<file path="src/rtl/divider.sv">
// Sequential unsigned fixed-point divider: quotient = floor((a << FRAC) / b),
// restoring division, one quotient bit per clock, start/accept/done handshake.
//
// state | meaning
// IDLE  | waiting for available; status mirrors available
// INIT  | check divide-by-zero / overflow, seed partial remainder and numerator
// CALC  | one restoring-division step per cycle, WIDTH cycles
// DONE  | one-cycle done pulse, results already registered
module divider #(
  parameter int WIDTH = 24,
  parameter int FRAC  = 23
) (
  input  logic             clk,
  input  logic             reset,
  input  logic [WIDTH-1:0] a,
  input  logic [WIDTH-1:0] b,
  input  logic             available,
  output logic [WIDTH-1:0] quotient,
  output logic [WIDTH-1:0] remainder,
  output logic             status,
  output logic             done,
  output logic             div_by_zero,
  output logic             overflow
);

  localparam int CW = (WIDTH > 1) ? $clog2(WIDTH) : 1;
  localparam int SH = WIDTH - FRAC;

  typedef enum logic [1:0] {
    IDLE = 2'd0,
    INIT = 2'd1,
    CALC = 2'd2,
    DONE = 2'd3
  } state_t;

  state_t           state_q;
  logic [WIDTH-1:0] a_q;
  logic [WIDTH-1:0] b_q;
  logic [WIDTH-1:0] r_q;
  logic [WIDTH-1:0] sr_q;
  logic [CW-1:0]    cnt_q;

  logic [WIDTH-1:0] r_init;
  logic [WIDTH-1:0] sr_init;
  logic [WIDTH:0]   r_shift;
  logic             q_bit;
  logic [WIDTH-1:0] r_next;

  // Upper WIDTH bits of the 2*WIDTH-bit numerator seed the remainder; the
  // quotient overflows exactly when that seed is already >= b.
  assign r_init  = a_q >> SH;
  assign sr_init = a_q << FRAC;

  // r stays below b, so a successful subtraction always fits in WIDTH bits.
  assign r_shift = {r_q, sr_q[WIDTH-1]};
  assign q_bit   = (r_shift >= {1'b0, b_q});
  assign r_next  = q_bit ? (r_shift[WIDTH-1:0] - b_q) : r_shift[WIDTH-1:0];

  assign status = (state_q == IDLE) && available;

  always_ff @(posedge clk) begin
    if (reset) begin
      state_q     <= IDLE;
      a_q         <= '0;
      b_q         <= '0;
      r_q         <= '0;
      sr_q        <= '0;
      cnt_q       <= '0;
      quotient    <= '0;
      remainder   <= '0;
      done        <= 1'b0;
      div_by_zero <= 1'b0;
      overflow    <= 1'b0;
    end else begin
      case (state_q)
        IDLE: begin
          done <= 1'b0;
          if (available) begin
            a_q     <= a;
            b_q     <= b;
            state_q <= INIT;
          end
        end
        INIT: begin
          if (b_q == '0) begin
            quotient    <= '1;
            remainder   <= '0;
            div_by_zero <= 1'b1;
            overflow    <= 1'b0;
            done        <= 1'b1;
            state_q     <= DONE;
          end else if (r_init >= b_q) begin
            quotient    <= '1;
            remainder   <= '0;
            div_by_zero <= 1'b0;
            overflow    <= 1'b1;
            done        <= 1'b1;
            state_q     <= DONE;
          end else begin
            r_q     <= r_init;
            sr_q    <= sr_init;
            cnt_q   <= CW'(WIDTH - 1);
            state_q <= CALC;
          end
        end
        CALC: begin
          r_q  <= r_next;
          sr_q <= {sr_q[WIDTH-2:0], q_bit};
          if (cnt_q == '0) begin
            quotient    <= {sr_q[WIDTH-2:0], q_bit};
            remainder   <= r_next;
            div_by_zero <= 1'b0;
            overflow    <= 1'b0;
            done        <= 1'b1;
            state_q     <= DONE;
          end else begin
            cnt_q <= cnt_q - 1'b1;
          end
        end
        DONE: begin
          done    <= 1'b0;
          state_q <= IDLE;
        end
        default: begin
          done    <= 1'b0;
          state_q <= IDLE;
        end
      endcase
    end
  end

endmodule
</file>
<file path="config.mk">
export PLATFORM = sky130hd
export DESIGN_NAME = divider
export DESIGN_NICKNAME = d
export VERILOG_FILES = /design/src/rtl/divider.sv
export SDC_FILE = /design/constraint.sdc
export NUM_CORES = 1
export LEC_CHECK = 0
export CAP_MARGIN = 10
export CORE_MARGIN = 2
export CORE_UTILIZATION = 56
export CTS_CLUSTER_DIAMETER = 200
export DETAILED_ROUTE_END_ITERATION = 8
export GPL_TIMING_DRIVEN = 0
export HOLD_SLACK_MARGIN = 0.08
export PLACE_DENSITY = 0.84
export SETUP_SLACK_MARGIN = 0.15
export SYNTH_ARGS = -nofsm -noshare
export SYNTH_HDL_FRONTEND = slang
export SYNTH_SLANG_ARGS = --single-unit
</file>
<file path="constraint.sdc">
create_clock -name clk -period 3.4 [get_ports clk]
set_input_delay 0.68 -clock clk [delete_from_list [all_inputs] [get_ports clk]]
set_output_delay 0.68 -clock clk [all_outputs]
set_load 0.05 [all_outputs]
</file>
==> metrics.txt, run 1 <==
Wirelength per Cell=18.4 um; core footprint=between 10000 and 15000 um^2; syn nets=1115; fmax=319 MHz; top_reg_cell synth=dfxtp_1; Cell Pwr Density=1140 nW/um^2; DRT Pass-1 Iters=5; CP max-delay cell=or4_1; Fillers=1159; Clk pin slew, worst setup/hold paths=0.07 ns; Synth Instances=1010; ANT nets after route=0; clk buf depth=2; CP Max Fanout=10; H-tree Lvls=4; DR iter-0 viols=771; static leakage=3.84 nW; Max-slew headroom=40.6%; Yosys cell types=between 60 and 70; number of antenna diodes=0; Area growth syn-to-layout=23.1%; Overflow after GRT=0; Arr. time, crit path=3.44 ns; path depth of the worst reg2reg path=10; number of synthesized flops with an enable pin=0; commonest non-fill, non-tap cell in the layout=nand2_1; die height=between 100 and 150 um; Initial Util=56.7%; worst min-delay path class=flop to flop; critical path, cell by cell=inv_1, ha_1, nand3b_1, or4_1, o31a_4, nand3_4, buf_4, mux2_2, nand3_1, a21oi_1; first-pass GRT wire length=39500 um; worst slack, placed=-0.157 ns; WL met1=9930 um; critical path's largest stage delay=0.57 ns; post-route DRC violation count=0; register area share after synthesis=a little under two fifths; register area=about 3100 um^2; reg2reg end=remainder[11]; Ys Warns=0; flop-to-flop setup slack=0.27 ns; RePlAce Congestion=0.994; critical path endpoint category=flop; Area after DPL=9420 um^2; Via density=a little over 6; # clock sinks=approximately 150; CP delay by family, top=simple AND/OR/NAND/NOR gates; total die area=roughly 16000 um^2; max-cap violations=0; met2 wire length=about 11000 um; Top Metal Used=met4; crit start category=flop; Fin. Hold Viols=0; hold_ws=about 0.45 ns; required time of the critical path=3.71 ns; synthesized area per cell=8.10 um^2; Skew-Pair Late Insertion Delay=0.44 ns; final cycle utilization of the critical path=92.2%; CTS tree=done; I/O Buffers=101; cts-stage hold buffer count=0; clock buffers created by TritonCTS=17; largest net degree at the start of global routing=17; hold path endpoint=remainder[17]; VDD IR max=0.572 mV; Mapped Area=8180 um^2; Final nets=1240; # setup viols final=0; minimum clock period=approximately 3.1 ns; row cnt=between 40 and 50; final instance area=10100 um^2; proportion of layout cells with a drive suffix above 1=8.19%; #FFs+latches synth=154; hold depth=2; PnR worst setup slack=~0.27 ns; total length of routed wires=24500 um; RSZ-0062 raised after global routing=false; commonest non-fill, non-tap cells in the layout=nand2_1 (180), dfxtp_1 (154), a21oi_1 (123); worst-margin pin slew=0.891 ns; hold_sp=remainder[17]; antenna violations before repair=0; Max Slew Vio Count=0; routed via count=8108; GRT Total Usage=about a third; kind of critical path=flop to flop; vias in the first global route=7935; asr flop ratio synth=0%; Final Skew=~0.0095 ns; worst r2r src=b_q[23]; WP buf/inv=2; status=completed; met3 wire len=2210 um; clk root buf=clkbuf_16; Die X-Extent=125 um; HPWL Detailed=18200 um; area of the multi-input gates=4670 um^2; io pins=103
[synth_stat cells (8+ instances only)]
| master | n | area share (%) |
|---|---|---|
| buf_2 | 12 | 0.73 |
| clkbuf_1 | 42 | 1.9 |
| inv_1 | 40 | 1.8 |
| o21ai_0 | 14 | 0.86 |
| buf_1 | 8 | 0.37 |
| nand3_1 | 46 | 2.8 |
| a21oi_1 | 123 | 7.5 |
| mux2_2 | 12 | 1.7 |
| nand2_1 | 180 | 8.3 |
| nand4_1 | 13 | 0.99 |
| o211ai_1 | 13 | 1.2 |
| o21ai_1 | 14 | 0.86 |
| ha_1 | 53 | 8.1 |
| nor3_1 | 14 | 0.86 |
| xnor2_1 | 15 | 1.6 |
| nand3b_1 | 15 | 1.4 |
| mux2i_1 | 15 | 1.8 |
| o22ai_1 | 25 | 1.9 |
| a21o_1 | 18 | 1.7 |
| nor2_1 | 59 | 2.7 |
| dfxtp_1 | 154 | 38 |
[power breakdown]
group | total (mW) | switching (mW) | internal (mW)
Sequential | 2.43 | 0.281 | 2.15
Clock | 1.85 | 0.827 | 1.02
Combinational | 7.23 | 4.56 | 2.67
Total | 11.5 | 5.67 | 5.85
[layer usage]
layer | track usage, % | vias up
met1 | 39.6 | 3796
li1 | - | 3847
met2 | 50.7 | 371
met3 | 7.60 | 94
met5 | 0 | -
met4 | 15.9 | 0
[cell families (layout without fill, tap and decap cells)]
group / Yosys count / after routing / synth area share (%)
mux: 27 / 27 / 3.49
xor+xnor: 21 / 21 / 2.25
fa+ha+maj: 54 / 54 / 8.36
flops: 154 / 154 / 37.7
compound gates: 275 / 275 / 21.7
buf+inv: 109 / 247 / 5.65
simple gates: 370 / 370 / 20.8
[worst max path at each step]
| stage | cells after the start | end | slack (ns) | start |
|---|---|---|---|---|
| floorplan | 10 | r_q[11] | 0.78 | b_q[23] |
| global placement | 5 | status | -0.16 | available |
| detailed placement | 5 | status | -0.16 | available |
| CTS | 11 | remainder[13] | 0.14 | b_q[1] |
| global route | 11 | quotient[0] | 0.15 | b_q[15] |
| finish | 10 | remainder[11] | 0.27 | b_q[23] |
[state kept, by name, indices dropped and copies added, names as in the netlist]
name / flops
a_q: 24
b_q: 24
cnt_q: 5
div_by_zero: 1
done: 1
overflow: 1
quotient: 24
r_q: 24
remainder: 24
sr_q: 24
state_q: 2
[stage by stage]
step | setup TNS (ns) | total power [mW] | utilization, % | std cells
after floorplan | 0 | 7.46 | - | 1010
after global placement | -0.347 | 9.16 | 65.3 | 1295
after detailed placement | -0.514 | 9.30 | 65.3 | 1295
after CTS | 0 | 11.2 | 69.3 | 1327
after global routing | 0 | 12.2 | 69.8 | 1332
final | 0 | 11.5 | 69.8 | 1332
[layout make-up]
type,instances,area share (%)
Sequential cell,154,30.6
Clock buffer,18,4.26
Inverter,40,1.49
Buffer,69,3.19
Clock inverter,14,1.42
Tap cell,184,2.29
Timing Repair Buffer,106,10.4
Multi-Input combinational cell,747,46.4
[tightest hold or removal path, delay by kind of cell, from the launching register on]
family | cells | cell delay [ns]
flops | 1 | 0.31
simple gates | 1 | 0.05
compound gates | 1 | 0.05
[what timing repair did]
| action | in CTS | in global routing |
|---|---|---|
| pin swaps | 1 | 3 |
| hold endpoints to repair | 0 | 0 |
| buffers inserted | 0 | 5 |
| setup endpoints to repair | 41 | 55 |
| resized for setup | 3 | 17 |
No activity file was read; power rests on OpenSTA's default activity.
==> inputs of run 2 (changes only) <==
--- a/config.mk
+++ b/config.mk
@@ -13,7 +13,9 @@
 export GPL_TIMING_DRIVEN = 0
 export HOLD_SLACK_MARGIN = 0.08
 export PLACE_DENSITY = 0.84
+export REMOVE_ABC_BUFFERS = 1
 export SETUP_SLACK_MARGIN = 0.15
 export SYNTH_ARGS = -nofsm -noshare
 export SYNTH_HDL_FRONTEND = slang
 export SYNTH_SLANG_ARGS = --single-unit
+export TNS_END_PERCENT = 100
==> run 2 against run 1 <==
Effect of this change:
- wire length is 11% lower
- register-to-register slack better by 0.02 ns
- first-iteration DRC count shrank 16%
- combinational power decreased by 3%
- clock skew shrank 0.0018 ns
- worst setup slack gained 0.023 ns
- power decreased by 0.39%
- critical endpoint is now remainder[23]
- flip-flop and latch count unchanged
- sequential power barely moved
- sequential share of layout area decreased by 0.068 points
- die area is the same
==> metrics.txt, run 2 (synthesis gave the netlist of run 1 again) <==
clock buffers created by TritonCTS=17; path depth of the worst reg2reg path=11; critical path's largest stage delay=0.54 ns; Fin. Hold Viols=0; core footprint=14400 um^2; RePlAce Congestion=0.843; crit start category=flop; critical path endpoint category=flop; DRT Pass-1 Iters=5; Clk pin slew, worst setup/hold paths=0.06 ns; Fillers=1168; max-cap violations=0; Max Slew Vio Count=0; worst-margin pin slew=0.967 ns; critical path, cell by cell=inv_1, ha_1, nand2_1, o21ai_1, a31oi_1, o21ai_1, a211oi_2, buf_4, or3_4, a2111oi_2, a211oi_1; HPWL Detailed=13800 um; Die X-Extent=around 120 um; Wirelength per Cell=roughly 17 um; flop-to-flop setup slack=around 0.29 ns; worst r2r src=b_q[1]; minimum clock period=just over 3 ns; antenna violations before repair=0; cts-stage hold buffer count=0; Area growth syn-to-layout=23.4%; worst min-delay path class=flop to flop; cell mode on critical path=o21ai_1; worst slack, placed=-0.870 ns; Cell Pwr Density=around 1100 nW/um^2; Initial Util=56.7%; area of the multi-input gates=4710 um^2; GRT Total Usage=27.7%; clk buf depth=2; RSZ-0062 raised after global routing=false; commonest non-fill, non-tap cell in the layout=nand2_1; Util after Layout=a little over two thirds; Worst setup startpoint=b_q[1]; first-pass GRT wire length=35600 um; status=completed; Final Non-Filler Cells=1279; # clock sinks=154; Final Skew=0.00765 ns; reg2reg end=remainder[23]; Worst setup endpoint=remainder[23]; number of antenna diodes=0; Via density=just over 6; Overflow after GRT=0; io pins=103; Final nets=roughly 1200; required time of the critical path=3.71 ns; register area=3080 um^2; CP max-delay cell=or3_4; fmax=between 300 and 400 MHz; Inst Count DP=1233; static leakage=3.86 nW; final cycle utilization of the critical path=91.5%; vias in the first global route=7355; largest net degree at the start of global routing=95; H-tree Lvls=4; post-route DRC violation count=0; PnR worst setup slack=0.289 ns; total die area=between 15000 and 20000 um^2; kind of critical path=flop to flop; routed via count=between 7000 and 8000; commonest non-fill, non-tap cells in the layout=nand2_1 (178), dfxtp_1 (154), a21oi_1 (123); VDD IR max=0.980 mV; CTS tree=done; Max-slew headroom=34.6%; # setup viols final=0; row cnt=44; total length of routed wires=around 22000 um; Skew-Pair Late Insertion Delay=0.44 ns; I/O Buffers=around 100; CP Max Fanout=25; DR iter-0 viols=around 650; proportion of layout cells with a drive suffix above 1=under 10%; clk root buf=clkbuf_16; ANT nets after route=0; Arr. time, crit path=3.42 ns; die height=125 um
[run 2: cell types whose count changed in the layout (fill, tap and decap cells not counted), sizes merged, moves of 2 or more]
cell and change:
inv -4, clkinvlp -2, buf -11, clkbuf -41, bufinv +3
[run 2: area by class of cell]
type	instances	share of cell area, %
timing repair buffer	120	12.8
sequential	154	30.6
tap	184	2.28
clock buffer	21	4.46
inverter	40	1.56
clock inverter	11	1.69
multi-input combinational	749	46.7
[run 2: through the flow]
step	power [mW]	setup TNS (ns)	cell area, um^2	hold WS, ns
CTS	11.2	0	10000	0.454
finish	11.5	0	10100	0.449
floorplan	7.07	-39.18	7870	0.430
global route	12.2	0	10100	0.463
detailed placement	8.95	-14.69	9290	0.445
global placement	8.58	-355.05	9120	0.440
[run 2: repair_timing]
action,4_1_cts,5_1_grt
cloned,2,0
pin swaps,3,3
buffers inserted,5,7
resized for setup,13,4
setup endpoints to repair,88,23
[run 2: routing by layer]
metal	share of wire, %	global-route usage, %
met5	0	0
met4	2.4	10.1
met3	6.6	6.31
met2	48	46.1
met1	43	35.2
[run 2: how the worst min path moves through the flow]
stage	end	cells after the start	slack, ns	startpoint
2_1_floorplan	a_q[0]	2	0.43	a_q[0]
3_3_place_gp	remainder[11]	2	0.44	remainder[11]
3_5_place_dp	remainder[6]	2	0.45	remainder[6]
4_1_cts	remainder[6]	2	0.45	remainder[6]
5_1_grt	remainder[17]	2	0.46	remainder[17]
6_report	remainder[11]	2	0.45	remainder[11]
[run 2: critical path, delay by kind of cell (launching register included)]
kind / cells / cell delay, ns
AO/OA/AOI/OAI: 6 / 1.35
adder cells (fa/ha/maj): 1 / 0.28
buffers and inverters: 2 / 0.30
flip-flops: 1 / 0.44
AND/OR/NAND/NOR: 2 / 0.60
[run 2: where the power goes]
group	internal, mW	switching, mW	total [mW]
Clock	1.25	0.766	2.01
Combinational	2.71	4.33	7.04
Sequential	2.15	0.261	2.41
Total	6.11	5.36	11.5
==> inputs of run 3 (changes only) <==
==> constraint.sdc (replaced) <==
create_clock -name clk -period 3.4 [get_ports clk]
set_input_delay 0.85 -clock clk [delete_from_list [all_inputs] [get_ports clk]]
set_output_delay 0.85 -clock clk [all_outputs]
set_load 0.05 [all_outputs]
==> run 3 against run 2 <==
Effect of this change:
- fmax down 3.0%
- power up 2.0%
- count of clock-buffer cells in the layout unchanged
- wire length up 2.6%
- via count up 1.2%
- register-to-register slack worse by 0.095 ns
- worst setup slack worse by 0.095 ns
- critical path type unchanged
- largest cell class unchanged
==> metrics.txt, run 3 (synthesis gave the netlist of run 1 again) <==
RSZ-0062 raised after global routing=true; worst min-delay path class=flop to flop; antenna violations before repair=0; number of antenna diodes=0; Arr. time, crit path=3.51 ns; critical path endpoint category=flop; Wirelength per Cell=between 15 and 20 um; CP max-delay cell=nor4_1; required time of the critical path=~3.7 ns; total die area=15600 um^2; routed via count=between 7000 and 8000; clk buf depth=2; Fin. Hold Viols=0; # setup viols final=0; status=completed; max-cap violations=0; largest net degree at the start of global routing=95; Cell Pwr Density=1150 nW/um^2; Clk pin slew, worst setup/hold paths=0.06 ns; vias in the first global route=approximately 7300; worst-margin pin slew=a little over 1 ns; final instance area=10100 um^2; clk root buf=clkbuf_16; VDD IR max=1.05 mV; Final TNS setup=0 ns; die height=125 um; row cnt=44; first-pass GRT wire length=35300 um; Power, Total=11.7 mW; DRT Pass-1 Iters=5; Area after DPL=slightly above 9000 um^2; commonest non-fill, non-tap cells in the layout=nand2_1 (178), dfxtp_1 (154), a21oi_1 (123); ANT nets after route=0; GRT Total Usage=27.3%; Overflow after GRT=0; CP delay by family, top=simple AND/OR/NAND/NOR gates; PnR worst setup slack=roughly 0.19 ns; fmax=slightly above 300 MHz; Final Skew=0.0101 ns; Area growth syn-to-layout=24.0%; Via density=about 6.1; WP buf/inv=1; post-route DRC violation count=0; Max-slew headroom=between 30% and 40%; total length of routed wires=between 20000 and 25000 um; critical path's largest stage delay=0.57 ns; DR iter-0 viols=751; commonest non-fill, non-tap cell in the layout=nand2_1; CP Max Fanout=25; RePlAce Congestion=0.843; core footprint=approximately 14000 um^2; clock buffers created by TritonCTS=17; minimum clock period=3.21 ns; Max Slew Vio Count=0; Skew-Pair Late Insertion Delay=0.44 ns; Die X-Extent=125 um; worst slack, placed=-1.21 ns; crit start category=flop; I/O Buffers=102; proportion of layout cells with a drive suffix above 1=8.64%; CTS tree=done; Initial Util=56.7%; kind of critical path=flop to flop; static leakage=around 3.9 nW; HPWL Detailed=13800 um; final cycle utilization of the critical path=94.3%; H-tree Lvls=4; Final nets=1192; # clock sinks=154; io pins=between 100 and 150; hold_ws=0.451 ns; critical path, cell by cell=nor4_1, nand4_1, nor2_1, a211o_1, a211oi_2, buf_4, or3_4, a2111oi_2, a211oi_1
==> run 3: layout make-up <==
cell class / count / area (um^2)
Clock buffer: 21 / 450
Clock inverter: 11 / 170
Fill cell: 1151 / 4280
Inverter: 40 / 166
Multi-Input combinational cell: 750 / 4730
Sequential cell: 154 / 3080
Tap cell: 184 / 230
Timing Repair Buffer: 124 / 1320
==> run 3: through the flow <==
| step | util, % | cells |
|---|---|---|
| 3_3_place_gp | 63.2 | 1227 |
| 5_1_grt | 70.3 | 1284 |
| 3_5_place_dp | 64.4 | 1233 |
| 4_1_cts | 69.4 | 1272 |
| 6_report | 70.3 | 1284 |
| 2_1_floorplan | - | 941 |
==> run 3: final timing paths <==
path	start	cells after the start	slack, ns	to
max	b_q[1]	9	0.19	remainder[23]
min	remainder[11]	2	0.45	remainder[11]
max reg2reg	b_q[1]	9	0.19	remainder[23]
min reg2reg	remainder[11]	2	0.45	remainder[11]
==> run 3: power by group <==
group	internal [mW]	leakage [nW]	total, mW	switching [mW]
logic	2.84	2.34	7.27	4.43
clock network	1.25	0.293	2.02	0.773
registers	2.15	1.26	2.41	0.261
total	6.24	3.89	11.7	5.46
==> run 3: worst min-delay path, delay by kind of cell, from the launching register on <==
kind	cells	cell delay, ns
compound gates	1	0.05
simple gates	1	0.05
flops	1	0.31
==> run 3: timing repair <==
| item | CTS | global route |
|---|---|---|
| resized for setup | 14 | 8 |
| endpoints found under the hold margin | 0 | 0 |
| gates cloned | 1 | 2 |
| hold buffers | 0 | 0 |
| endpoints found under the setup margin | 88 | 60 |
| setup buffers | 6 | 10 |
| pin swaps | 1 | 5 |
==> run 3: metal layers <==
metal / global-route usage [%] / up-vias / share of wire [%] / wire length [um]
met4: 10.0 / 0 / 2.0 / 444
met3: 5.33 / 39 / 7.7 / 1720
li1: - / 3749 / - / -
met2: 45.8 / 341 / 48 / 10800
met5: 0 / - / 0 / 0
met1: 35.0 / 3675 / 42 / 9370
